## src/rtl/stack_drain.sv

```systemverilog
// stack_drain: pops a LIFO until empty and presents one-hot-decoded entries on a valid/ready port.
// Optional STACK_DRAIN_CNT_EN adds o_drain_cnt, a saturating count of accepted entries.
module stack_drain #(
  parameter int DATA_WIDTH = 2,
  parameter int DEPTH      = 16
) (
  input  logic                       i_clk,
  input  logic                       i_rst,
  input  logic                       i_start,
  input  logic                       i_abort,
  input  logic                       i_stk_empty,
  input  logic [DATA_WIDTH-1:0]      i_stk_data,
  output logic                       o_stk_pop,
  output logic                       o_out_valid,
  input  logic                       i_out_ready,
  output logic [DATA_WIDTH-1:0]      o_out_data,
  output logic [2**DATA_WIDTH-1:0]   o_out_onehot,
  output logic                       o_busy,
  output logic                       o_done
`ifdef STACK_DRAIN_CNT_EN
  ,
  output logic [$clog2(DEPTH):0]     o_drain_cnt
`endif
);
  typedef enum logic [1:0] {S_IDLE, S_POP, S_CAPT, S_PRES} state_t;
  state_t r_state, w_next;
  logic w_xfer, w_go;
  logic [2**DATA_WIDTH-1:0] w_onehot;
  assign w_go     = (r_state == S_IDLE) & i_start & ~i_abort;
  assign w_xfer   = (r_state == S_PRES) & o_out_valid & i_out_ready & ~i_abort;
  assign w_onehot = {{(2**DATA_WIDTH-1){1'b0}}, 1'b1} << i_stk_data;
  assign o_busy   = r_state != S_IDLE;
  always_ff @(posedge i_clk or posedge i_rst)
    if (i_rst) r_state <= S_IDLE;
    else       r_state <= w_next;
  always_comb begin
    w_next    = r_state;
    o_stk_pop = 1'b0;
    case (r_state)
      S_IDLE: w_next = w_go ? S_POP : S_IDLE;
      S_POP: begin
        o_stk_pop = ~i_stk_empty & ~i_abort;
        w_next    = i_stk_empty ? S_IDLE : S_CAPT;
      end
      S_CAPT: w_next = S_PRES;
      S_PRES: w_next = w_xfer ? S_POP : S_PRES;
      default: w_next = S_IDLE;
    endcase
    if (i_abort) w_next = S_IDLE;
  end
  always_ff @(posedge i_clk or posedge i_rst)
    if (i_rst) begin
      o_out_valid  <= 1'b0;
      o_out_data   <= '0;
      o_out_onehot <= '0;
      o_done       <= 1'b0;
    end else begin
      o_done <= (r_state == S_POP) & i_stk_empty & ~i_abort;
      if (i_abort) o_out_valid <= 1'b0;
      else if (r_state == S_CAPT) begin
        o_out_data   <= i_stk_data;
        o_out_onehot <= w_onehot;
        o_out_valid  <= 1'b1;
      end else if (w_xfer) o_out_valid <= 1'b0;
    end
`ifdef STACK_DRAIN_CNT_EN
  always_ff @(posedge i_clk or posedge i_rst)
    if (i_rst)                       o_drain_cnt <= '0;
    else if (w_go)                   o_drain_cnt <= '0;
    else if (w_xfer & ~&o_drain_cnt) o_drain_cnt <= o_drain_cnt + 1'b1;
`endif
endmodule
```

## config.mk

```make
export PLATFORM = sky130hd
export DESIGN_NAME = stack_drain
export DESIGN_NICKNAME = d
export VERILOG_FILES = /design/src/rtl/stack_drain.sv
export SDC_FILE = /design/constraint.sdc
export NUM_CORES = 1
export LEC_CHECK = 0
export ABC_AREA = 1
export CORE_AREA = 2 2 39 41
export CTS_CLUSTER_DIAMETER = 50
export DETAILED_ROUTE_END_ITERATION = 8
export DIE_AREA = 0 0 41 43
export GPL_TIMING_DRIVEN = 0
export PLACE_DENSITY = 0.69
export SLEW_MARGIN = 20
export SYNTH_ARGS = -nofsm -noshare
export SYNTH_HDL_FRONTEND = slang
export SYNTH_SLANG_ARGS = --single-unit
```

## constraint.sdc

```tcl
create_clock -name i_clk -period 0.8 [get_ports i_clk]
set_input_delay 0.16 -clock i_clk [delete_from_list [all_inputs] [get_ports i_clk]]
set_output_delay 0.16 -clock i_clk [all_outputs]
set_load 0.05 [all_outputs]
```

---- Yosys cells after proc, flatten, opt, wreduce, memory -nomap -nowiden ----
Cells that the tools add are included.
word-level totals
  register bits ........................... 10
  input bits .............................. 8
  output and inout bits ................... 10
  word-level logic and storage cells ...... 32
cells by class
  equal/unequal tests ..................... 3
  shift-type cells ........................ 1
  mux-type cells .......................... 9
  bitwise logic cells ..................... 10
  reduce and logical (&&, ||, !) cells .... 4
operator list
  kind                                                  count
  bitwise AND 1 bit                                     8
  case mux 2 bit (4 select lines)                       1
  two-way mux 2 bit                                     3
  two-way mux 1 bit                                     5
  equality test 2 bit (second input constant)           2
  left shift 1 x 2 -> 4 bit (first input constant)      1
  nonzero test 3 bit                                    1
  equality test 2 x 1 -> 1 bit (second input constant)  1
  zero test 2 bit                                       1
  NOT 1 bit                                             2
  AND reduction 2 bit                                   1
  nonzero test 2 bit                                    1

---- Depth between registers and ports, before layout ----
Gate-level depths: netlist (run 1).
  depth after elaboration ................. 7
  gate-level depth with buffers ........... 5
  gate-level depth less buffers ........... 5

---- Least setup slack after synthesis (run 1) ----
OpenSTA, ideal clock, no wires.
  path type ............................... register to output
  start point ............................. register r_state[1]
  end point ............................... output o_stk_pop
  data arrival time ....................... 1189 ps
  data required time ...................... 640 ps
  slack ................................... -549 ps
  cell stages (with the launch flop) ...... 4
  path buffers ............................ 0
  path through ............................ dfrtp_1 inv_1 nand2_1 nor2_1
on the way
  cells in the longest elaborated chain, start to end .. 2
RTL lines
  item                          line  RTL
  from (decl)                   26    state_t r_state, w_next;
  from (signal assigned)        35    else r_state <= w_next;
  equality test 2 x 1 -> 1 bit  39    case (r_state)
  two-way mux 1 bit             39
  to (decl)                     13    output logic o_stk_pop,
Every way passes these cells.

---- Final worst setup path (run 1) ----
Ends and elaborated chain as after synthesis.

==> results.sh, run 1 <==
export IMPL_synth_nets=70
export IMPL_clk_insertion_delay_late_ns=0.26
export IMPL_crit_chain="inv_2, nand2_2, nor2_4, buf_8"
export IMPL_synth_distinct_cells=11
export IMPL_gp_congestion=0.6844
export IMPL_crit_type="flip-flop to output port"
export IMPL_slew_violations=0
export IMPL_h_tree_depth=1
export IMPL_syn_area_um2=465.4
export IMPL_cap_violations=0
export IMPL_num_vias=468
export IMPL_synth_edf_count=0
export IMPL_drtIter0Drc=4
export IMPL_path_depth=4
export IMPL_fill_cells=134
export IMPL_cts_buffers=3
export IMPL_p_total_mw=1.870
export IMPL_cts_tree="yes"
export IMPL_root_buffer="clkbuf_4"
export IMPL_viasPerCell=4.294
export IMPL_overflow=0
export IMPL_antenna_cells=0
export IMPL_hold_violations=0
export IMPL_post_route_period_util=1.512
export IMPL_avgRoutedWirePerCell_um=9.954
export IMPL_synth_avg_cell_area_um2=7.507
export IMPL_slew_headroom=0.7322
export IMPL_io_pins=18
export IMPL_utilization=0.5922
export IMPL_synthArstFlopShare=1.000
export IMPL_die_w_um=41
export IMPL_yosysTopAreaCell="dfrtp_1"
export IMPL_synth_seq_cells=10
export IMPL_cp_arrival_ns=1.05
export IMPL_syn_to_final_growth_pct=76.08
export IMPL_crit_slowest_cell="dfrtp_2"
export IMPL_cellPowerDensity_nw_per_um2=2281
export IMPL_synth_area_leaders="dfrtp_1 54%, nand2_1 23%, inv_1 7.3%"
export IMPL_placed_cell_area_um2=668.1
export IMPL_cp_slowest_stage_delay_ns=0.43
export IMPL_r2r_slack_ns=-0.25
export IMPL_die_area_um2=1763
export IMPL_rr_startpoint="r_state[1]"
export IMPL_crit_family="flip-flops"
export IMPL_antenna_found_initial=0
export IMPL_port_buffers=17
export IMPL_yosys_warnings=0
export IMPL_cp_required_ns=0.64
export IMPL_max_freq_mhz=826.6
export IMPL_path_clk_slew_ns=0.06
export IMPL_synth_most_common_cell="nand2_1"
export IMPL_outcome="finished with violations"
export IMPL_synth_top_area_share=0.5376
export IMPL_grt_pass1_wl_mm=1.614
export IMPL_crit_path_start_kind="flip-flop"
export IMPL_p_leak_nw=0.4530
export IMPL_tightest_slew_ns=0.4013
export IMPL_end_kind="output port"
export IMPL_r2r_cells=7
export IMPL_nets=103
export IMPL_max_clock_path_buffers=2
export IMPL_dp_final_hpwl_um=694.3
export IMPL_synthTopCellsByCount="28 x nand2_1, 10 x dfrtp_1, 9 x inv_1"
export IMPL_start_util=0.3363
export IMPL_routed_wirelength_mm=1.085
export IMPL_die_h_um=43
export IMPL_worstReg2RegEnd="r_state[1]"
export IMPL_yosysSeqAreaShare=0.5376
export IMPL_grt_usage=0.1468
export IMPL_drive_gt1_frac=0.4409
export IMPL_row_count=14
export IMPL_grt_pass1_vias=418
export IMPL_endpoint="o_stk_pop"
export IMPL_finalInstanceArea_um2=819.5
export IMPL_route_detailed_drc=0
export IMPL_crit_start="r_state[1]"
export IMPL_ant_nets=0
export IMPL_grt_max_degree=11
export IMPL_vdd_drop_max_uv=1887
export IMPL_syn_inst=62
export IMPL_core_area_um2=1384
export IMPL_finalSetupViolCount=20
export IMPL_cp_max_fo=3
export IMPL_fin_ws_ns=-0.4098
export IMPL_critPathBufInv=2
export IMPL_fin_crit_ns=1.210
export IMPL_clock_skew_ns=0.002340
export IMPL_violations="setup timing"
export IMPL_synthFlopType="dfrtp_1"
export IMPL_cts_sinks=10
export IMPL_grt_setup_unrepaired="true"
export IMPL_hp_class="input port to async pin"
export IMPL_drtPass1Iterations=4
-- power breakdown --
group / switching [mW] / total, mW / internal (mW) / leakage [nW]
Combinational: 0.517 / 0.866 / 0.349 / 0.312
Clock: 0.161 / 0.334 / 0.173 / 0.0138
Sequential: 0.0668 / 0.669 / 0.603 / 0.128
-- repair_timing --
| item | 4_1_cts | 5_1_grt |
|---|---|---|
| resized for setup | 75 | 6 |
| pin swaps | 1 | 4 |
| hold buffers | 0 | 0 |
| endpoints found under the setup margin | 19 | 20 |
| buffers inserted | 7 | 4 |
-- cell type report --
class	instances	area (um^2)	share of cell area
clock buffer	3	22.52	0.02748
sequential	10	254.0	0.3099
tap	16	20.02	0.02443
multi-input combinational	41	209.0	0.2550
inverter	11	41.29	0.05038
timing repair buffer	28	272.8	0.3328
-- layout by cell type (no fill, tap or decap), drive strengths merged --
master / instances
o21ai: 1
nor3: 1
inv: 11
nand3: 2
buf: 21
nor2: 8
clkdlybuf4s50: 7
dfrtp: 10
nand2: 29
clkbuf: 3
-- routing by layer --
layer	vias up	wire length [um]	GRT usage
li1	243	-	-
met1	205	473	0.1622
met2	15	496	0.2156
met3	5	74	0.06283
met4	0	41	0.1000
met5	-	0	0
-- how the worst min path moves through the flow --
stage / from / to / slack [ns]
2_1_floorplan: i_rst / o_done / 0.00004
3_3_place_gp: i_rst / o_done / 0.47
3_5_place_dp: i_rst / o_done / 0.46
4_1_cts: i_rst / o_out_onehot[2] / 0.19
5_1_grt: i_rst / o_done / 0.21
6_report: i_rst / o_out_onehot[2] / 0.18
-- kinds of logic (layout without fill, tap and decap cells) --
kind of cell           Yosys count  after routing  synth area share
flip-flops                      10             10            0.5376
AO/OA/AOI/OAI                    1              1           0.01074
buffers and inverters           11             42           0.08871
AND/OR/NAND/NOR                 40             40            0.3629
-- flip-flops by register name, indices dropped and copies added (netlist names) --
register      cells
o_done            1
o_out_valid       1
o_out_onehot      4
r_state           2
o_out_data        2
-- stage by stage --
| step | instances | hold WS [ns] | worst slack (ns) | setup TNS (ns) |
|---|---|---|---|---|
| after floorplan | 62 | 0.00004316 | -0.1669 | -0.6518 |
| after global placement | 95 | 0.4680 | -1.081 | -8.664 |
| after detailed placement | 95 | 0.4624 | -1.091 | -8.806 |
| after CTS | 105 | 0.1874 | -0.4075 | -3.709 |
| after global routing | 109 | 0.2106 | -0.4536 | -4.906 |
| final | 109 | 0.1830 | -0.4098 | -4.114 |
Power figures use the tool's default switching activity.
==> run 2: changes to the inputs <==
--- a/config.mk
+++ b/config.mk
@@ -10,6 +10,7 @@
 export CTS_CLUSTER_DIAMETER = 50
 export DETAILED_ROUTE_END_ITERATION = 8
 export DIE_AREA = 0 0 41 43
+export GPL_ROUTABILITY_DRIVEN = 0
 export GPL_TIMING_DRIVEN = 0
 export PLACE_DENSITY = 0.69
 export SLEW_MARGIN = 20
==> results of run 2 <==
No change in the layout: final DEF, timing and power equal those of run 1.
==> run 3: changes to the inputs <==
--- a/config.mk
+++ b/config.mk
@@ -6,13 +6,15 @@
 export NUM_CORES = 1
 export LEC_CHECK = 0
 export ABC_AREA = 1
+export CAP_MARGIN = 20
 export CORE_AREA = 2 2 39 41
+export CTS_BUF_LIST = sky130_fd_sc_hd__clkbuf_2 sky130_fd_sc_hd__clkbuf_4 sky130_fd_sc_hd__clkbuf_8
 export CTS_CLUSTER_DIAMETER = 50
 export DETAILED_ROUTE_END_ITERATION = 8
 export DIE_AREA = 0 0 41 43
 export GPL_ROUTABILITY_DRIVEN = 0
 export GPL_TIMING_DRIVEN = 0
-export PLACE_DENSITY = 0.69
+export PLACE_DENSITY = 0.66
 export SLEW_MARGIN = 20
 export SYNTH_ARGS = -nofsm -noshare
 export SYNTH_HDL_FRONTEND = slang
==> constraint.sdc (replaced) <==
create_clock -name i_clk -period 1.3 [get_ports i_clk]
set_input_delay 0.26 -clock i_clk [delete_from_list [all_inputs] [get_ports i_clk]]
set_output_delay 0.26 -clock i_clk [all_outputs]
set_load 0.05 [all_outputs]
==> results.sh, run 3 (same netlist as run 1, synthesis figures left out) <==
export IMPL_path_clk_slew_ns=0.06
export IMPL_cp_max_fo=2
export IMPL_grt_pass1_vias=376
export IMPL_max_freq_mhz=745.1
export IMPL_slew_headroom=0.7463
export IMPL_row_count=14
export IMPL_clk_insertion_delay_late_ns=0.26
export IMPL_crit_type="input port to output port"
export IMPL_drtIter0Drc=5
export IMPL_cts_buffers=3
export IMPL_fin_hold_ws_ns=0.2253
export IMPL_post_place_ws_ns=-0.7233
export IMPL_layout_common_cells="27 x nand2_1, 9 x inv_1, 9 x dfrtp_1"
export IMPL_h_tree_depth=1
export IMPL_cellPowerDensity_nw_per_um2=1493
export IMPL_mostFrequentLayoutCell="nand2_1"
export IMPL_fill_cells=138
export IMPL_outcome="finished with violations"
export IMPL_antenna_found_initial=0
export IMPL_cts_tree="yes"
export IMPL_multi_input_area_um2=181.4
export IMPL_post_route_period_util=1.032
export IMPL_grt_setup_unrepaired="true"
export IMPL_fin_crit_ns=1.342
export IMPL_cp_required_ns=1.04
export IMPL_overflow=0
export IMPL_drive_gt1_frac=0.3182
export IMPL_die_area_um2=1763
export IMPL_cp_arrival_ns=1.08
export IMPL_grt_pass1_wl_mm=1.421
export IMPL_vdd_drop_max_uv=713.6
export IMPL_die_h_um=43
export IMPL_slew_violations=0
export IMPL_clock_skew_ns=0.002342
export IMPL_largest_reg_flops=4
export IMPL_root_buffer="clkbuf_4"
export IMPL_violations="setup timing"
export IMPL_finalSetupViolCount=1
export IMPL_reg_largest_list="o_out_onehot (4), o_out_data (2), r_state (2)"
export IMPL_grt_max_degree=11
export IMPL_avgRoutedWirePerCell_um=8.885
export IMPL_cts_sinks=10
export IMPL_route_detailed_drc=0
export IMPL_finalInstanceArea_um2=747.0
export IMPL_routed_wirelength_um=924
export IMPL_crit_path_start_kind="input port"
export IMPL_end_kind="output port"
export IMPL_tightest_slew_ns=0.3802
export IMPL_drtPass1Iterations=2
export IMPL_hp_class="input port to flip-flop"
export IMPL_final_instance_count_excl_fill=104
export IMPL_placed_cell_area_um2=658.1
export IMPL_max_clock_path_buffers=2
export IMPL_top_register="o_out_onehot"
export IMPL_p_leak_nw=0.4170
export IMPL_die_w_um=41
export IMPL_dp_cells=95
export IMPL_hold_buffers=0
export IMPL_cap_violations=0
export IMPL_utilization=0.5398
export IMPL_viasPerCell=4.231
export IMPL_port_buffers=17
export IMPL_io_pins=18
export IMPL_syn_to_final_growth_pct=60.48
export IMPL_grt_usage=0.1203
export IMPL_start_util=0.3363
export IMPL_nets=97
export IMPL_ant_nets=0
export IMPL_core_area_um2=1384
export IMPL_dp_final_hpwl_um=668.4
export IMPL_fin_ws_ns=-0.04211
export IMPL_hold_violations=0
export IMPL_seqCellArea_um2=251.5
export IMPL_num_vias=440
export IMPL_antenna_cells=0
## run 3: cell type report
class,instances,area share
Inverter,11,0.05528
Sequential cell,10,0.3367
Multi-Input combinational cell,41,0.2429
Timing Repair Buffer,22,0.2898
Tap cell,16,0.02680
Clock buffer,4,0.04858
## run 3: stage by stage
stage | total power [mW] | TNS [ns]
finish | 1.115 | -0.04211
global route | 1.175 | -0.08856
CTS | 1.120 | -0.04893
detailed placement | 0.8496 | -1.710
global placement | 0.8481 | -1.714
floorplan | 0.6921 | 0
## run 3: routing by layer
layer,share of wire,global-route usage,vias to the layer above,wire (um)
met4,0.011,0.08000,0,10
met3,0.074,0.02094,2,68
met5,0,0,-,0
li1,-,-,234,-
met2,0.46,0.1813,13,422
met1,0.46,0.1486,191,422
## run 3: timing repair
item	4_1_cts	5_1_grt
buffers inserted	3	2
gates cloned	0	0
pin swaps	0	1
endpoints found under the setup margin	10	3
resized for setup	39	5
## run 3: final timing paths
kind                               start  depth (start not counted)  slack, ns               to
hold / removal                   i_abort                          2       0.23           o_done
setup reg to reg              r_state[0]                          5       0.26    o_out_data[1]
hold reg to reg            o_out_data[0]                          2       0.48    o_out_data[0]
min in group asynchronous          i_rst                          2       0.27  o_out_onehot[1]
setup / recovery             i_stk_empty                          5      -0.04        o_stk_pop
max in group asynchronous          i_rst                          2       0.73       r_state[0]
## run 3: report_power, final
| part | internal, mW | leakage [nW] | switching [mW] |
|---|---|---|---|
| clock | 0.170 | 0.0210 | 0.101 |
| sequential | 0.370 | 0.131 | 0.0319 |
| combinational | 0.145 | 0.265 | 0.298 |
## run 3: critical path, cell delays in order
cell	delay [ns]
clkdlybuf4s50_1	0.40
inv_1	0.07
nand2_1	0.07
nor2_2	0.11
buf_6	0.16
